==> config.mk <==
export PLATFORM = sky130hd
export DESIGN_NAME = fde_seq
export DESIGN_NICKNAME = d
export VERILOG_FILES = /design/src/rtl/fde_seq.sv
export SDC_FILE = /design/constraint.sdc
export NUM_CORES = 1
export LEC_CHECK = 0
export CAP_MARGIN = 10
export CORE_AREA = 3 3 46 57
export CTS_BUF_LIST = sky130_fd_sc_hd__clkbuf_8
export CTS_CLUSTER_SIZE = 14
export DETAILED_ROUTE_END_ITERATION = 10
export DIE_AREA = 0 0 49 60
export PLACE_DENSITY = 0.86
export SLEW_MARGIN = 20
export SYNTH_ARGS = -nofsm -noshare
export SYNTH_HDL_FRONTEND = slang
export SYNTH_SLANG_ARGS = --single-unit
==> constraint.sdc <==
create_clock -name clk -period 3.53 [get_ports clk]
set_input_delay 0.5295 -clock clk [delete_from_list [all_inputs] [get_ports clk]]
set_output_delay 0.5295 -clock clk [all_outputs]
set_load 0.1 [all_outputs]
==> src/rtl/fde_seq.sv <==
// Fetch/decode/execute(/writeback) instruction-cycle sequencer with fetch stall,
// variable-length execute, flush, halt and a retired-instruction counter.
// All outputs are registered from the next-state decode; no input-to-output paths.
module fde_seq #(
  parameter int          WIDTH      = 8,
  parameter int          EXEC_CNT_W = 3,
  parameter int unsigned USE_WB     = 1
) (
  input  logic                  clk,
  input  logic                  rst_n,
  input  logic                  enable,
  input  logic                  mem_ready,
  input  logic [EXEC_CNT_W-1:0] exec_cycles,
  input  logic                  flush,
  input  logic                  halt,
  output logic                  fetch,
  output logic                  decode,
  output logic                  execute,
  output logic                  writeback,
  output logic [2:0]            phase,
  output logic                  busy,
  output logic                  instr_done,
  output logic                  halted,
  output logic [WIDTH-1:0]      instr_count
);

  typedef enum logic [2:0] {
    S_IDLE      = 3'd0,
    S_FETCH     = 3'd1,
    S_DECODE    = 3'd2,
    S_EXECUTE   = 3'd3,
    S_WRITEBACK = 3'd4,
    S_HALTED    = 3'd5
  } state_e;

  state_e                state_q, state_d;
  logic [EXEC_CNT_W-1:0] exec_left_q, exec_left_d;
  logic [WIDTH-1:0]      count_q, count_d;
  logic                  halt_pending_q, halt_pending_d;
  logic                  retire;
  logic                  in_phase;

  logic fetch_q, decode_q, execute_q, writeback_q;
  logic busy_q, halted_q, done_q;
  logic [2:0] phase_q;

  // Phase states are the ones where an instruction is in flight.
  assign in_phase = (state_q == S_FETCH) || (state_q == S_DECODE) ||
                    (state_q == S_EXECUTE) || (state_q == S_WRITEBACK);

  // Next-state decode: flush beats enable gating, which beats the normal walk.
  always_comb begin
    state_d        = state_q;
    exec_left_d    = exec_left_q;
    count_d        = count_q;
    retire         = 1'b0;
    // A halt seen at any point of an instruction is remembered until reset.
    halt_pending_d = halt_pending_q | (halt & in_phase);

    unique case (state_q)
      S_IDLE: begin
        if (halt) begin
          state_d = S_HALTED;
        end else if (enable) begin
          state_d = S_FETCH;
        end
      end
      S_FETCH: begin
        // A flush here simply restarts the fetch, so the data beat is dropped.
        if (!flush && enable && mem_ready) begin
          state_d = S_DECODE;
        end
      end
      S_DECODE: begin
        if (flush) begin
          state_d     = S_FETCH;
          exec_left_d = '0;
        end else if (enable) begin
          state_d     = S_EXECUTE;
          // A zero-length execute still occupies one cycle.
          exec_left_d = (exec_cycles == '0) ? EXEC_CNT_W'(1) : exec_cycles;
        end
      end
      S_EXECUTE: begin
        if (flush) begin
          state_d     = S_FETCH;
          exec_left_d = '0;
        end else if (enable) begin
          if (exec_left_q <= EXEC_CNT_W'(1)) begin
            exec_left_d = '0;
            if (USE_WB != 0) begin
              state_d = S_WRITEBACK;
            end else begin
              retire = 1'b1;
            end
          end else begin
            exec_left_d = exec_left_q - EXEC_CNT_W'(1);
          end
        end
      end
      S_WRITEBACK: begin
        if (flush) begin
          state_d     = S_FETCH;
          exec_left_d = '0;
        end else if (enable) begin
          retire = 1'b1;
        end
      end
      S_HALTED: begin
        state_d = S_HALTED;
      end
      default: begin
        state_d     = S_IDLE;
        exec_left_d = '0;
      end
    endcase

    // Instruction boundary: count it and either halt or start the next fetch.
    if (retire) begin
      count_d = count_q + WIDTH'(1);
      state_d = (halt_pending_q || halt) ? S_HALTED : S_FETCH;
    end
  end

  // State, counters and registered phase outputs.
  always_ff @(posedge clk or negedge rst_n) begin
    if (!rst_n) begin
      state_q        <= S_IDLE;
      exec_left_q    <= '0;
      count_q        <= '0;
      halt_pending_q <= 1'b0;
      fetch_q        <= 1'b0;
      decode_q       <= 1'b0;
      execute_q      <= 1'b0;
      writeback_q    <= 1'b0;
      busy_q         <= 1'b0;
      halted_q       <= 1'b0;
      done_q         <= 1'b0;
      phase_q        <= 3'd0;
    end else begin
      state_q        <= state_d;
      exec_left_q    <= exec_left_d;
      count_q        <= count_d;
      halt_pending_q <= halt_pending_d;
      fetch_q        <= (state_d == S_FETCH);
      decode_q       <= (state_d == S_DECODE);
      execute_q      <= (state_d == S_EXECUTE);
      writeback_q    <= (state_d == S_WRITEBACK);
      busy_q         <= (state_d == S_FETCH) || (state_d == S_DECODE) ||
                        (state_d == S_EXECUTE) || (state_d == S_WRITEBACK);
      halted_q       <= (state_d == S_HALTED);
      done_q         <= retire;
      phase_q        <= state_d;
    end
  end

  assign fetch       = fetch_q;
  assign decode      = decode_q;
  assign execute     = execute_q;
  assign writeback   = (USE_WB != 0) ? writeback_q : 1'b0;
  assign phase       = phase_q;
  assign busy        = busy_q;
  assign instr_done  = done_q;
  assign halted      = halted_q;
  assign instr_count = count_q;

endmodule

==> flow_summary.yaml <==
status:
  status: "completed"
sta:
  finalHoldViolCount: 0
  finalMaxSlewViolations: 0
  fmax_mhz: 391
  period_share: 0.724
  fin_skew_ns: 0.00619
  final-setup-viol-count: 0
  layout_min_cycle_time_ns: 2.55
  grt_setup_unrepaired: "false"
  worst_pin_slew_ns: 0.978
  tns_ns: 0
  relSlewSlack: 0.346
  setup_ws_ns: 0.975
clock_network:
  ctsHoldBuffers: 0
  cts-root-buf: "clkbuf_8"
  cts_sinks: 22
  cts-htree-levels: 1
  cts_tree: "done"
  insertion_delay_ns: 0.26
  clk_pin_slew_worst_paths_ns: 0.06
  clockBufferDepth: 2
  ctsResizeCount: 0
  cts_setup_buffers: 0
  cts_buffers: 3
floorplanning:
  dieArea_um2: 2940
  fp-row-count: 18
  chipWidth_um: 49
  ios: 27
  floorplan.initialDensity: 0.549
  core_um2: 2090
  die_h_um: 60
global_routing:
  track_usage: 0.167
  antenna_found_initial: 0
  grt_start_max_net_pins: 23
  grt_pass1_vias: 874
  grt_pass1_wl_mm: 3.79
  grt_overflow: 0
synth:
  synth.area.mux_share: 0
  synth_compound_area_frac: 0.161
  ys_top_cells_by_count: "22 x dfrtp_1, 11 x nand2_1, 9 x inv_1, 9 x nor2_1, 8 x o21ai_0"
  yosys.cell_count.top_type: "dfrtp_1"
  synth-xor-area-share: 0.0609
  synth_edf_count: 0
  synth-seq-cells: 22
  syn_area_per_cell_um2: 9.91
  synth_top_family_by_area: "simple AND/OR/NAND/NOR gates"
  synthAdderAreaFrac: 0.0326
  post_synth_num_cell_types: 37
  async_flop_share: 1.00
  yosys-top-cells-area: "dfrtp_1 48%, xnor2_1 5.3%, nand2_1 3.6%"
  ys.flop_type: "dfrtp_1"
  syn_inst: 116
  syn-num-nets: 128
  synth_top_cell_area_share: 0.479
  synth-simple-area-share: 0.199
  netlist_area_um2: 1150
  ys_seq_area_frac: 0.479
  ys_warn_count: 0
  synth.largest_area_cell: "dfrtp_1"
power_and_ir_drop:
  ir_worst_vdd_mv: 0.809
  leakagePower_nw: 0.639
  power_density_nw_per_um2: 852
worst_setup_path:
  critPathLaunchType: "register"
  critPathRequiredTime_ns: 3.00
  cp_top_family: "buffers and inverters"
  crit_path_end_kind: "output pin"
  worstPathArrival_ns: 2.03
  critPathSlowestCell: "clkdlybuf4s50_1"
  path_buf_inv: 1
  crit_type: "reg -> out"
  max_stage_delay_ns: 1.21
  worst-path-max-fanout: 14
  cp_cell_sequence: "clkdlybuf4s50_1"
routing:
  firstDrtPassIters: 4
  via_per_inst: 5.50
  routedWlPerCell_um: 13.3
  drcViolationCount: 0
  vias: 935
  wl_mm: 2.26
  first_iter_violations: 20
  ant_nets: 0
cells_and_area:
  drive_gt1_frac: 0.0786
  syn_to_final_growth_pct: 25.8
  instances_no_fill: 170
  nets: 154
  num_antenna_cells: 0
placement:
  globalplace.congestion: 0.818
  io_buffer_count: 26
  hpwl_mm: 1.68
  pre_cts_ws_ns: 1.10
  place_inst: 167
min_path:
  hold_class: "reg -> reg"
job:
  maxCapViolations: 0
[cell usage in the layout (no fill, tap or decap), types with 3 or more instances in the layout]
cell,instances
and3_1,3
clkbuf_8,3
clkdlybuf4s50_1,25
dfrtp_1,22
ha_1,3
inv_1,9
nand2_1,11
nand3_1,6
nand4_1,3
nor2_1,9
o21ai_0,8
xnor2_1,7
[cell type report]
class                      count  area, µm²
tap                           30       37.5
timing repair buffer          26        258
clock buffer                   3       41.3
multi-input combinational     79        522
inverter                      10       37.5
fill                         183        648
sequential                    22        551
[layer usage]
metal  global-route usage  vias up  part of all wire
li1                     -      449                 -
met1                0.198      456              0.42
met2                0.305       26              0.52
met3               0.0299        4             0.046
met4               0.0610        0            0.0093
met5                    0        -                 0
[per-stage QoR]
| stage | hold slack (ns) | power [W] | utilization | instance area [µm²] |
|---|---|---|---|---|
| after floorplan | 0.234 | 0.000939 | - | 1150 |
| after global placement | 0.456 | 0.00108 | 0.671 | 1410 |
| after detailed placement | 0.457 | 0.00109 | 0.671 | 1410 |
| after CTS | 0.472 | 0.00124 | 0.691 | 1450 |
| after global routing | 0.483 | 0.00130 | 0.691 | 1450 |
| final | 0.467 | 0.00123 | 0.691 | 1450 |
[flip-flops by register name (all words and copies together) (netlist names)]
signal and flops:
phase 3, instr_count 8, execute 1, writeback 1
fetch 1, exec_left_q 3, busy 1, halt_pending_q 1
instr_done 1, halted 1, decode 1
[power breakdown]
group	switching (W)	internal, W	leakage, nW	total (W)
sequential	0.0000726	0.000307	0.286	0.000380
clock	0.0000713	0.0000760	0.0216	0.000147
combinational	0.000516	0.000189	0.332	0.000705
total	0.000660	0.000573	0.639	0.00123
[path summary, 6_finish.rpt]
check                           cells past startpoint  slack, ns                startpoint                    endpoint
worst max-delay path                                1       0.98        phase[2]$_DFF_PN0_                    phase[2]
worst max register to register                      5       1.57        phase[0]$_DFF_PN0_            halted$_DFF_PN0_
worst min register to register                      1       0.47  halt_pending_q$_DFF_PN0_    halt_pending_q$_DFF_PN0_
min in group asynchronous                           1       0.78                     rst_n  instr_count[7]$_DFFE_PN0P_
max in group asynchronous                           1       2.20                     rst_n          phase[1]$_DFF_PN0_
worst min-delay path                                1       0.47  halt_pending_q$_DFF_PN0_    halt_pending_q$_DFF_PN0_
[cells by family (layout without fill, tap and decap cells)]
| kind of cell | after synthesis | in the layout |
|---|---|---|
| and+or+nand+nor | 43 | 43 |
| AOI/OAI and AO/OA | 25 | 25 |
| DFF | 22 | 22 |
| buffers and inverters | 15 | 39 |
| xor gates and xnor gates | 8 | 8 |
| adders and majority gates | 3 | 3 |
No activity file was read; power rests on OpenSTA's default activity.
